--- src/rtl/wb_grf.sv ---
// wb_grf: writeback-stage register file with source select, two async read ports and a write trace.
// Define WB_BYPASS_EN to forward the same-cycle writeback value onto the read ports.
module wb_grf #(
    parameter int          NREG     = 32,
    parameter logic [31:0] RESET_PC = 32'h0000_3000
) (
    input  logic        clk,
    input  logic        reset,
    input  logic [31:0] W_PC,
    input  logic [31:0] W_inStr,
    input  logic [31:0] W_PC8,
    input  logic [4:0]  W_writeReg_NUM,
    input  logic [31:0] W_dataOUT,
    input  logic [31:0] W_aluResult,
    input  logic [4:0]  rs_addr,
    input  logic [4:0]  rt_addr,
    output logic [31:0] rs_data,
    output logic [31:0] rt_data,
    output logic        trace_valid,
    output logic [31:0] trace_pc,
    output logic [4:0]  trace_reg,
    output logic [31:0] trace_data,
    output logic [31:0] write_count
);
    localparam logic [5:0] OP_LW      = 6'b100011;
    localparam logic [5:0] OP_JAL     = 6'b000011;
    localparam logic [5:0] OP_SPECIAL = 6'b000000;
    localparam logic [5:0] FN_JALR    = 6'b001001;

    logic [31:0] regs [NREG];
    logic [5:0]  opcode;
    logic [5:0]  funct;
    logic        isLink;
    logic        we;
    logic [31:0] wbData;
    logic [31:0] rsStored;
    logic [31:0] rtStored;
    logic        unusedInstrBits;

    assign opcode          = W_inStr[31:26];
    assign funct           = W_inStr[5:0];
    assign unusedInstrBits = ^W_inStr[25:6];
    assign isLink          = (opcode == OP_JAL) || (opcode == OP_SPECIAL && funct == FN_JALR);
    assign we              = !reset && (W_writeReg_NUM != 5'd0);

    always_comb wbData = (opcode == OP_LW) ? W_dataOUT : isLink ? W_PC8 : W_aluResult;

    assign rsStored = (rs_addr == 5'd0) ? '0 : regs[rs_addr];
    assign rtStored = (rt_addr == 5'd0) ? '0 : regs[rt_addr];

`ifdef WB_BYPASS_EN
    // we already excludes register 0, so a match never forwards into $zero
    always_comb rs_data = reset ? '0 : (we && rs_addr == W_writeReg_NUM) ? wbData : rsStored;
    always_comb rt_data = reset ? '0 : (we && rt_addr == W_writeReg_NUM) ? wbData : rtStored;
`else
    always_comb rs_data = reset ? '0 : rsStored;
    always_comb rt_data = reset ? '0 : rtStored;
`endif

    always_ff @(posedge clk) begin
        if (reset) begin
            for (int i = 0; i < NREG; i++) regs[i] <= '0;
        end else if (we) begin
            regs[W_writeReg_NUM] <= wbData;
        end
    end

    always_ff @(posedge clk) begin
        if (reset) begin
            trace_valid <= 1'b0;
            trace_pc    <= RESET_PC;
            trace_reg   <= '0;
            trace_data  <= '0;
            write_count <= '0;
        end else begin
            trace_valid <= we;
            if (we) begin
                trace_pc    <= W_PC;
                trace_reg   <= W_writeReg_NUM;
                trace_data  <= wbData;
                write_count <= write_count + 32'd1;
            end
        end
    end
endmodule

--- config.mk ---
export PLATFORM = sky130hd
export DESIGN_NAME = wb_grf
export DESIGN_NICKNAME = d
export VERILOG_FILES = /design/src/rtl/wb_grf.sv
export SDC_FILE = /design/constraint.sdc
export NUM_CORES = 2
export LEC_CHECK = 0
export BUFFER_PORTS_ARGS = -buffer_cell sky130_fd_sc_hd__buf_4
export CAP_MARGIN = 30
export CORE_ASPECT_RATIO = 1.1
export CORE_MARGIN = 1
export CORE_UTILIZATION = 55
export DETAILED_ROUTE_END_ITERATION = 10
export PLACE_DENSITY_LB_ADDON = 0.12
export SLEW_MARGIN = 40
export SYNTH_ARGS = -nofsm -noshare
export SYNTH_HDL_FRONTEND = slang
export SYNTH_SLANG_ARGS = --single-unit
--- constraint.sdc ---
create_clock -name clk -period 2.6 [get_ports clk]
set_input_delay 0.52 -clock clk [delete_from_list [all_inputs] [get_ports clk]]
set_output_delay 0.52 -clock clk [all_outputs]
set_load 0.05 [all_outputs]
### Word-level counts from Yosys, hierarchy flattened

Memories as Yosys holds them, arrays and structs flattened.
Index checks and enable logic that the tools add are counted.

* add/subtract/negate cells: 1
* multiply operators: 0
* shifts and indexed selects: 0
* reduce and logical (&&, ||, !) cells: 9
* bitwise logic cells: 0
* equal/unequal tests: 3
* muxes and demuxes: 14
* divide/modulo/power cells: 0
* order comparisons: 0

Operators with widths (number)
* 32-bit two-way mux: 7
* 32-bit by 1-bit adder with 32-bit output (second input constant): 1
* 32-bit OR reduction: 1
* 5-bit logical NOT: 2
* 6-bit by 2-bit equality test with 1-bit output (second input constant): 1
* 6-bit by 4-bit equality test with 1-bit output (second input constant): 1
* 6-bit equality test (second input constant): 1
* 6-bit logical NOT: 1
* 1-bit two-way mux: 6
* 5-bit two-way mux: 1
* 5-bit nonzero test: 1
* 1-bit logical AND: 2
* 1-bit logical NOT: 1
* 1-bit logical OR: 1

* input bits: 177
* memory bits (read-only): 0
* RAM bits: 1024
* register bits: 102
* bits in latches: 0
* memories: 1

Memories
* regs: depth 32, width 32, rd ports 2, clocked after Yosys merged registers in 0, write ports 32, RTL line 30 `logic [31:0] regs [NREG];`

### Logic depth before layout (Yosys ltp)

* depth after elaboration: 7
* gate-level depth with buffers: 8

### Worst setup path after synthesis

OpenSTA, ideal clock, no wires.

* path type: input to output
* start: in rt_addr[0]
* end: out rt_data[10]
* path buffers: 3
* data arrival time: 2.386 ns
* cell stages on the path: 6
* setup slack: -0.306 ns
* data required time: 2.080 ns
* path through: buf_2 -> buf_2 -> buf_2 -> mux4_2 -> a22oi_1 -> nand4_1

* word-level cells in the longest chain between the ends: 3
* elaborated cells on any way between the ends: 4
* classes of those cells: mux: 2; reduce/logical: 1; memory: 1

Ends and longest elaborated chain
* start, declared: RTL line 16 `input logic [4:0] rt_addr,`
* memory 32 x 32 bit / 5-bit logical NOT (equally long branches)
* 32-bit two-way mux (*): RTL line 49 `assign rtStored = (rt_addr == 5'd0) ? '0 : regs[rt_addr];`
* 32-bit two-way mux (*): RTL line 57 `always_comb rt_data = reset ? '0 : rtStored;`
* end, declared: RTL line 18 `output logic [31:0] rt_data,`

Every way passes the cells marked *; elsewhere a longest branch is shown, timed or not.

==> metrics.cfg <==
[critical_path]
crit_start = regs[12][5]
cp.arrival_ns = 2.45
rr_startpoint = write_count[5]
crit_fanout = 2
critPathCaptureType = output port
start_kind = flip-flop
r2r_slack_ns = 0.51
cp.required_ns = 2.08
worstSetupPathType = reg -> out

[detailed_routing]
route.detailed.drc = 0
wl_per_cell_um = 34.8
avgViaCountPerCell = 7.15
drt_iter0_drc = 6721
firstDrtPassIters = 5
maxUsedRoutingLayer = met4
wirelength_met1_um = 81700
via_count = 47500
wl_um = 231000
ant_nets = 0
wl_met2_um = 107000
dr_wl_met3_um = 28800

[flow_run]
cap_violations = 0

[pwr]
ir_drop_v = 0.000547
p_per_area_mw_per_mm2 = 597
power_leakage_nw = 25.8
finalPower_mw = 46.2

[placement]
hpwl_um = 151000
place_congestion = 0.932
dp_slack_ns = -0.475
numPortBuffers = 322

[cts]
clkTransAtPathRegs_ns = 0.07
clock_path_buffers = 3
cts-root-buf = clkbuf_16
insertion_delay_ns = 0.74
cts.sinks = 1125
cts_tree = done
cts-htree-levels = 3
numCtsBuffers = 116

[timing]
setup_ws_ns = -0.373
tightest_slew_ns = 0.693
grt_setup_unrepaired = yes
fin_crit_ns = 2.97
fin_worst_skew_ns = 0.00401
max_freq_mhz = 336
finalSetupTns_ns = -13.85
slew_headroom = 0.538
fin_crit_sh = 1.14
slew_violations = 0
hold_viol_final = 0
final-setup-viol-count = 64

[logic_synthesis]
synth.largest_area_cell = edfxtp_1
yosysSeqAreaShare = 0.526
synth_flop_cell = edfxtp_1
synth_edf_count = 1023
synth_top_area_share = 0.494
ys_types = 68
synth_area_per_cell_um2 = 13.9
yosys_warnings = 0
ys_seq_elements = 1125
synth_area_mm2 = 0.0622
netlist_top_cells_area = edfxtp_1, mux4_2, nor3_2, mux2i_1, nor3_1
async_reset_ff_frac = 0
syn_inst = 4485
yosys-top-cells-count = edfxtp_1, nor3_2, nor3_1
synth.most_common_cell = edfxtp_1

[final_layout]
final_core_util = 0.689
regMostFlops = regs
drive_above_1_share = 0.470
areaGrowthSynthToFinish_pct = 24.4
final_nets = 5211
largest_reg_flops = 1023

[run_status]
outcome = complete, but fails checks
violations = negative setup slack

[grt]
grt_max_degree = 71
antenna_found_initial = 4
first_global_vias = 46700
grt_pass1_wl_um = 327000
grtUsageTotal = 0.403
grt-ovfl-total = 0

[min_path]
hp-class = in -> reg
hp-start = W_PC[9]

[floorplan]
num_rows = 129
die-area_mm2 = 0.115
ioPinCount = 343
dieHeight_um = 355
fp.dieW_um = 323
start_util = 0.554
core_mm2 = 0.112

==> placed cells by master (no fill, tap or decap), drive strengths merged, types with 7 or more instances in the layout <==
| cell | n |
|---|---|
| edfxtp | 1023 |
| nor3 | 995 |
| buf | 954 |
| mux4 | 351 |
| mux2i | 290 |
| clkbuf | 162 |
| a22oi | 158 |
| nand2 | 142 |
| o22ai | 128 |
| dfxtp | 102 |
| a21oi | 90 |
| nor2 | 83 |
| o31ai | 80 |
| o21ai | 72 |
| nand4 | 70 |
| clkinv | 39 |
| nand3b | 36 |
| mux2 | 34 |
| a21o | 33 |
| nand2b | 33 |
| and3 | 32 |
| a221o | 32 |
| a2bb2oi | 32 |
| conb | 31 |
| or4 | 17 |
| inv | 16 |
| or3 | 10 |
| nand3 | 9 |
| and4 | 7 |
| bufinv | 7 |
==> final timing paths <==
path / endpoint / cells after the start
worst min-delay path: trace_pc[9] / 3
worst min register to register: trace_pc[0] / 2
worst max-delay path: rt_data[5] / 4
worst max register to register: write_count[20] / 5
==> timing repair <==
item                                    4_1_cts  5_1_grt
cloned                                       17        1
pin swaps                                   103       61
hold buffers                                  6        0
setup buffers                                35        9
hold endpoints to repair                      6        0
endpoints found under the setup margin       64       64
resized for setup                           312       63
==> critical path: stages, from the launching register on <==
cell and delay (ns):
edfxtp_1 0.41, mux4_2 0.46, a22oi_1 0.26, nand4_1 0.29
buf_6 0.25
==> per-layer routing <==
metal	global-route usage	up-vias
met4	0.212	0
met2	0.628	3688
met1	0.524	23900
met3	0.0979	783
met5	0	-
li1	-	19100
==> cells by family after synthesis <==
kind of cell | synth area share
and+or+nand+nor | 0.164
DFF | 0.526
muxes | 0.182
AOI/OAI and AO/OA | 0.0728
buffers and inverters | 0.0538
xor gates and xnor gates | 0.000985
adders and majority gates | 0.000201
other | 0.0000603
==> layout make-up <==
cell class                      instances  area, um^2
Fill cell                            7881       34900
Sequential cell                      1125       32800
Multi-Input combinational cell       2817       27800
Timing Repair Buffer                  967       11200
Clock buffer                          160        3270
Tap cell                             1506        1880
Clock inverter                         56         484
Inverter                                6        22.5
Antenna cell                            1        2.50
==> per-stage QoR <==
step,cell area [um^2],hold WS [ns],std cells
floorplan,63000,0.637,4515
global placement,71200,0.439,6353
detailed placement,71200,0.444,6353
CTS,77000,0.00202,6627
global route,77400,0.00661,6637
finish,77400,0.0261,6638
==> power by group <==
group | switching [mW] | internal [mW] | leakage (nW)
sequential | 0.538 | 20.7 | 10.6
clock | 7.33 | 9.45 | 1.86
combinational | 4.82 | 3.36 | 13.3
(Power assumes the default switching activity.)
